## config.mk

```make
export PLATFORM = sky130hd
export DESIGN_NAME = img_mem_stream_writer
export DESIGN_NICKNAME = d
export VERILOG_FILES = /design/src/rtl/img_mem_stream_writer.sv
export SDC_FILE = /design/constraint.sdc
export NUM_CORES = 1
export LEC_CHECK = 0
export ABC_AREA = 1
export CAP_MARGIN = 20
export CELL_PAD_IN_SITES_DETAIL_PLACEMENT = 1
export CELL_PAD_IN_SITES_GLOBAL_PLACEMENT = 2
export CORE_ASPECT_RATIO = 0.9
export CORE_MARGIN = 2
export CORE_UTILIZATION = 32
export DETAILED_ROUTE_END_ITERATION = 8
export DONT_BUFFER_PORTS = 1
export PLACE_DENSITY_LB_ADDON = 0.1
export SLEW_MARGIN = 20
export SYNTH_ARGS = -nofsm -noshare
export SYNTH_HDL_FRONTEND = slang
export SYNTH_SLANG_ARGS = --single-unit
```

## constraint.sdc

```tcl
create_clock -name clk_i -period 1.34 [get_ports clk_i]
set_input_delay 0 -clock clk_i [delete_from_list [all_inputs] [get_ports clk_i]]
set_output_delay 0 -clock clk_i [all_outputs]
set_load 0.02 [all_outputs]
```

## src/rtl/img_mem_stream_writer.sv

```systemverilog
// -----------------------------------------------------------------------------
// img_mem_stream_writer
//
// Write-side address generator for the input image buffer. Pixels arrive on a
// valid/ready stream and each accepted pixel becomes exactly one registered
// memory write. Addresses run in raster order within a plane. The plane
// (channel) index advances after each full plane. done is raised once the
// whole multi-channel frame has been stored.
//
// Optional feature, macro IMG_WR_BASE_EN:
//   This feature adds base_addr_i. The base is latched on an accepted start.
//   mem_addr_o then becomes (base + pixel index) modulo 2^ADDR_W.
//
// Ports:
//   clk_i        rising-edge clock
//   reset_i      asynchronous, active-high reset
//   start_i      one-cycle pulse, begins a frame (ignored while writing)
//   abort_i      synchronous abort back to idle; a beat in the same cycle is dropped
//   in_valid_i   pixel valid
//   in_data_i    pixel value
//   base_addr_i  (IMG_WR_BASE_EN only) per-frame base address
//   in_ready_o   writer can accept a pixel (combinational from state)
//   mem_we_o     write strobe, one cycle per accepted pixel, 1-cycle latency
//   mem_addr_o   plane-relative pixel address
//   mem_ch_o     target plane / RAM bank
//   mem_wdata_o  pixel to write
//   busy_o       frame in progress
//   done_o       frame complete, sticky until next start or reset
// -----------------------------------------------------------------------------
module img_mem_stream_writer #(
    parameter  int IMG_W  = 28,
    parameter  int IMG_H  = 28,
    parameter  int NUM_CH = 1,
    parameter  int DATA_W = 8,
    localparam int ADDR_W = (IMG_W * IMG_H > 1) ? $clog2(IMG_W * IMG_H) : 1,
    localparam int CH_W   = (NUM_CH > 1) ? $clog2(NUM_CH) : 1
) (
    input  logic              clk_i,
    input  logic              reset_i,
    input  logic              start_i,
    input  logic              abort_i,
    input  logic              in_valid_i,
    input  logic [DATA_W-1:0] in_data_i,
`ifdef IMG_WR_BASE_EN
    input  logic [ADDR_W-1:0] base_addr_i,
`endif
    output logic              in_ready_o,
    output logic              mem_we_o,
    output logic [ADDR_W-1:0] mem_addr_o,
    output logic [CH_W-1:0]   mem_ch_o,
    output logic [DATA_W-1:0] mem_wdata_o,
    output logic              busy_o,
    output logic              done_o
);

    typedef enum logic [1:0] {
        ST_IDLE  = 2'd0,
        ST_WRITE = 2'd1,
        ST_DONE  = 2'd2
    } state_t;

    // Terminal counts at full counter width, so a non-power-of-two plane
    // wraps at its real size and never drives an out-of-plane address.
    localparam logic [ADDR_W-1:0] PIX_LAST = ADDR_W'(IMG_W * IMG_H - 1);
    localparam logic [CH_W-1:0]   CH_LAST  = CH_W'(NUM_CH - 1);

    state_t              state_q,  state_d;
    logic [ADDR_W-1:0]   pix_q,    pix_d;
    logic [CH_W-1:0]     ch_q,     ch_d;
    logic                busy_q,   busy_d;
    logic                done_q,   done_d;
    logic                we_q,     we_d;
    logic [ADDR_W-1:0]   addr_q,   addr_d;
    logic [CH_W-1:0]     mch_q,    mch_d;
    logic [DATA_W-1:0]   wdata_q,  wdata_d;
`ifdef IMG_WR_BASE_EN
    logic [ADDR_W-1:0]   base_q,   base_d;
`endif

    logic                in_ready_s;
    logic                accept_s;
    logic [ADDR_W-1:0]   wr_addr_s;

    assign in_ready_s = (state_q == ST_WRITE);
    assign accept_s   = in_valid_i & in_ready_s;

    // The address sum is truncated to ADDR_W, which gives the modulo wrap.
`ifdef IMG_WR_BASE_EN
    assign wr_addr_s = base_q + pix_q;
`else
    assign wr_addr_s = pix_q;
`endif

    // State and output registers, cleared asynchronously by reset.
    always_ff @(posedge clk_i or posedge reset_i) begin
        if (reset_i) begin
            state_q <= ST_IDLE;
            pix_q   <= '0;
            ch_q    <= '0;
            busy_q  <= 1'b0;
            done_q  <= 1'b0;
            we_q    <= 1'b0;
            addr_q  <= '0;
            mch_q   <= '0;
            wdata_q <= '0;
`ifdef IMG_WR_BASE_EN
            base_q  <= '0;
`endif
        end else begin
            state_q <= state_d;
            pix_q   <= pix_d;
            ch_q    <= ch_d;
            busy_q  <= busy_d;
            done_q  <= done_d;
            we_q    <= we_d;
            addr_q  <= addr_d;
            mch_q   <= mch_d;
            wdata_q <= wdata_d;
`ifdef IMG_WR_BASE_EN
            base_q  <= base_d;
`endif
        end
    end

    // Next-state, counter and registered-output logic; abort overrides all.
    always_comb begin
        state_d = state_q;
        pix_d   = pix_q;
        ch_d    = ch_q;
        busy_d  = busy_q;
        done_d  = done_q;
        we_d    = 1'b0;
        addr_d  = addr_q;
        mch_d   = mch_q;
        wdata_d = wdata_q;
`ifdef IMG_WR_BASE_EN
        base_d  = base_q;
`endif
        if (abort_i) begin
            state_d = ST_IDLE;
            pix_d   = '0;
            ch_d    = '0;
            busy_d  = 1'b0;
            done_d  = 1'b0;
        end else begin
            case (state_q)
                ST_IDLE, ST_DONE: begin
                    if (start_i) begin
                        state_d = ST_WRITE;
                        pix_d   = '0;
                        ch_d    = '0;
                        busy_d  = 1'b1;
                        done_d  = 1'b0;
`ifdef IMG_WR_BASE_EN
                        base_d  = base_addr_i;
`endif
                    end else begin
                        state_d = state_q;
                    end
                end
                ST_WRITE: begin
                    if (accept_s) begin
                        we_d    = 1'b1;
                        addr_d  = wr_addr_s;
                        mch_d   = ch_q;
                        wdata_d = in_data_i;
                        if (pix_q != PIX_LAST) begin
                            pix_d = pix_q + ADDR_W'(1);
                        end else begin
                            pix_d = '0;
                            if (ch_q != CH_LAST) begin
                                ch_d = ch_q + CH_W'(1);
                            end else begin
                                // Final beat: done and busy change with the last write.
                                ch_d    = '0;
                                state_d = ST_DONE;
                                busy_d  = 1'b0;
                                done_d  = 1'b1;
                            end
                        end
                    end else begin
                        state_d = ST_WRITE;
                    end
                end
                default: begin
                    state_d = ST_IDLE;
                    pix_d   = '0;
                    ch_d    = '0;
                    busy_d  = 1'b0;
                    done_d  = 1'b0;
                end
            endcase
        end
    end

    assign in_ready_o  = in_ready_s;
    assign mem_we_o    = we_q;
    assign mem_addr_o  = addr_q;
    assign mem_ch_o    = mch_q;
    assign mem_wdata_o = wdata_q;
    assign busy_o      = busy_q;
    assign done_o      = done_q;

endmodule

```

==> flow_summary.yaml <==
clock_tree:
  clockBufferDepth: 2
  clock-root-buffer: "clkbuf_8"
  clkTransAtPathRegs_ps: 70
  cts_tree: "done"
  clock-sinks: 33
  htreeDepth: 2
  cts_buffers: 5
  clkLatencyLatePin_ps: 280
global_routing:
  grt_pass1_vias: 1439
  grt_pass1_wl_um: 6930
  grt-ovfl-total: 0
  antenna_found_initial: 0
  grt_max_degree: 34
  grt_use_total: 0.165
logic_synthesis:
  yosysWarnings: 0
  netlist_area_um2: 1560
  synth_commonest_cells: "nand2_1, dfrtp_1, inv_1"
  yosys.area_share.simple: 0.306
  synth.distinct_cells: 21
  muxShareOfSynthArea: 0
  yosys.area.top_type: "dfrtp_1"
  synth_top_family_by_area: "simple AND/OR/NAND/NOR gates"
  synth_flop_cell: "dfrtp_1"
  synth_cells: 190
  yosysSeqAreaShare: 0.530
  synth-xor-area-share: 0
  syn_area_per_cell_um2: 8.21
  synth_nets: 204
  async_flop_share: 1.00
  synth_compound_area_frac: 0.0658
  synth-edff-count: 0
  synth.most_common_cell: "nand2_1"
  synth.area.top_cells: "dfrtp_1, nand2_1, inv_1"
  synth_top_area_frac: 0.530
  synthAdderAreaFrac: 0.00803
  ys_seq_elements: 33
floorplanning:
  fp.dieH_um: 70.2
  die_area_um2: 5450
  start_util: 0.327
  fp.coreArea_um2: 4770
  placementRows: 24
  io_pins: 36
  die_w_um: 77.6
sta:
  period_share: 1.02
  fin_ws_ps: -25.7
  min_period_ps: 1370
  rsz0062_at_grt: "true"
  setup_viol: 10
  fmax_ghz: 0.732
  drv_slew: 0
  finClkSkew_ps: 5.77
  hold_violations: 0
setup_path:
  cp_slowest_cell: "dfrtp_1"
  crit_fanout: 8
  endpoint_kind: "flop"
  criticalPathCategory: "flop to flop"
  cpPeakStageDelay_ps: 370
  critPathArrivalTime_ps: 1540
  startpoint: "pix_q[0]$_DFFE_PP0P_"
  r2r_start: "pix_q[0]$_DFFE_PP0P_"
  crit_family: "simple AND/OR/NAND/NOR gates"
  critical_path.cell_chain: "ha_2 > inv_2 > nor2_4 > nand4_1 > nand2_2 > nand2_4 > inv_4 > nor2_1"
  critPathLaunchType: "flop"
  worst-path-buf-inv: 2
  required_ps: 1510
placed_design:
  portBuffers: 0
  placed_cells: 258
  place_area_um2: 1660
  gp_congestion: 0.833
  hpwlAfterDp_um: 2900
finish:
  finalNonFillerCells: 283
  diodes: 0
  area_growth_pct: 26.5
  num-nets-final: 232
  final_util: 0.413
  drive_gt1_frac: 0.239
  final_area_um2: 1970
outcome:
  status: "complete, but fails checks"
  violations: "setup timing"
power:
  p_seq_frac: 0.531
  ir_drop_v: 0.000748
  combPwrFrac: 0.208
  switching_share: 0.359
  leakage_nw: 0.926
  p_per_area_nw_per_um2: 1430
  p_clk_frac: 0.262
  power.internal_mw: 1.81
  p_sw_mw: 1.01
route:
  route.vias.total: 1324
  first_pass_iters: 4
  wl_per_cell_um: 13.9
  ant_nets: 0
  drc: 0
  viasPerCell: 4.68
  drt_iter0_markers: 37
  routed_wl_um: 3940
run:
  maxCapViolCount: 0
min_path:
  min_from: "in_valid_i"
  hp-class: "input port to flop"
-- registers in the layout, summed over array words and instances (netlist names) --
name / flops
state_q: 2
busy_o: 1
mem_wdata_o: 8
mem_we_o: 1
mem_addr_o: 10
pix_q: 10
done_o: 1
-- power by group through the flow --
stage          registers [mW]  clock network (mW)  logic (mW)
6_report                 1.50               0.740       0.587
5_1_grt                  1.52               0.827       0.670
4_1_cts                  1.50               0.781       0.560
3_5_place_dp             1.52                   0       0.506
3_3_place_gp             1.51                   0       0.473
2_1_floorplan            1.48                   0       0.355
-- layout by cell type, fill, tap and decap left out, types with 2 or more instances in the layout --
cell type	netlist	routed
inv_1	19	17
nand2_2	5	7
inv_4	1	2
nor2_1	16	11
buf_4	1	13
nor2_4	0	4
nor3_1	2	2
o22ai_1	2	2
nor2_2	4	5
o21ai_1	12	12
nand2_4	2	2
nand4_1	2	2
dfrtp_1	33	32
inv_2	2	2
nand3_1	6	5
o21ai_0	5	4
nand2_1	68	66
buf_6	4	2
dlygate4sd3_1	0	10
clkbuf_8	0	6
nand3_2	3	4
-- worst reg2reg max path, cell delays in order (launching register included) --
cell and delay [ps]:
dfrtp_1 370, ha_2 200, inv_2 50, nor2_4 90, nand4_1 160, nand2_2 140, nand2_4 110, inv_4 100
nor2_1 40
-- final timing paths --
check / end / slack (ps) / depth (start not counted)
max: pix_q[4]$_DFFE_PP0P_ / -30 / 8
min: mem_we_o$_DFF_PP0_ / 110 / 3
max reg2reg: pix_q[4]$_DFFE_PP0P_ / -30 / 8
min reg2reg: pix_q[7]$_DFFE_PP0P_ / 600 / 2
max in group asynchronous: pix_q[2]$_DFFE_PP0P_ / 740 / 3
min in group asynchronous: mem_wdata_o[2]$_DFFE_PP0P_ / 270 / 3
-- cell type report --
| class | count | area (um^2) |
|---|---|---|
| clock buffers | 7 | 86.3 |
| fillers | 573 | 2800 |
| repair buffers | 26 | 240 |
| flip-flops and latches | 33 | 827 |
| inverters | 22 | 92.6 |
| multi-input cells | 130 | 644 |
| well taps | 65 | 81.3 |
-- timing repair --
item,4_1_cts,5_1_grt
pin swaps,7,7
hold endpoints to repair,45,0
buffers inserted,4,4
endpoints found under the setup margin,26,31
hold buffers,10,0
gates resized for setup,9,14
-- metrics by stage --
step | setup WS [ps] | hold slack, ps | TNS [ps] | total power [mW]
global placement | -170 | 11.2 | -1380 | 1.99
CTS | -67.5 | 51.4 | -480 | 2.84
global route | -134 | 127 | -1690 | 3.02
detailed placement | -180 | 21.4 | -1550 | 2.03
finish | -25.7 | 109 | -171 | 2.83
floorplan | 90.7 | 117 | 0 | 1.84
-- logic make-up after synthesis --
kind of cell / count (synthesis)
other cells: 1
buf+inv: 27
simple gates: 108
compound gates: 20
fa+ha+maj: 1
flops: 33
-- per-layer routing --
layer | global-route usage | vias up | part of all wire | routed length [um]
met3 | 0.0504 | 6 | 0.060 | 238
met4 | 0.0476 | 0 | 0.013 | 51
met2 | 0.263 | 42 | 0.47 | 1840
met1 | 0.217 | 634 | 0.46 | 1810
li1 | - | 642 | - | -
met5 | 0 | - | 0 | 0
(Power assumes the default switching activity.)
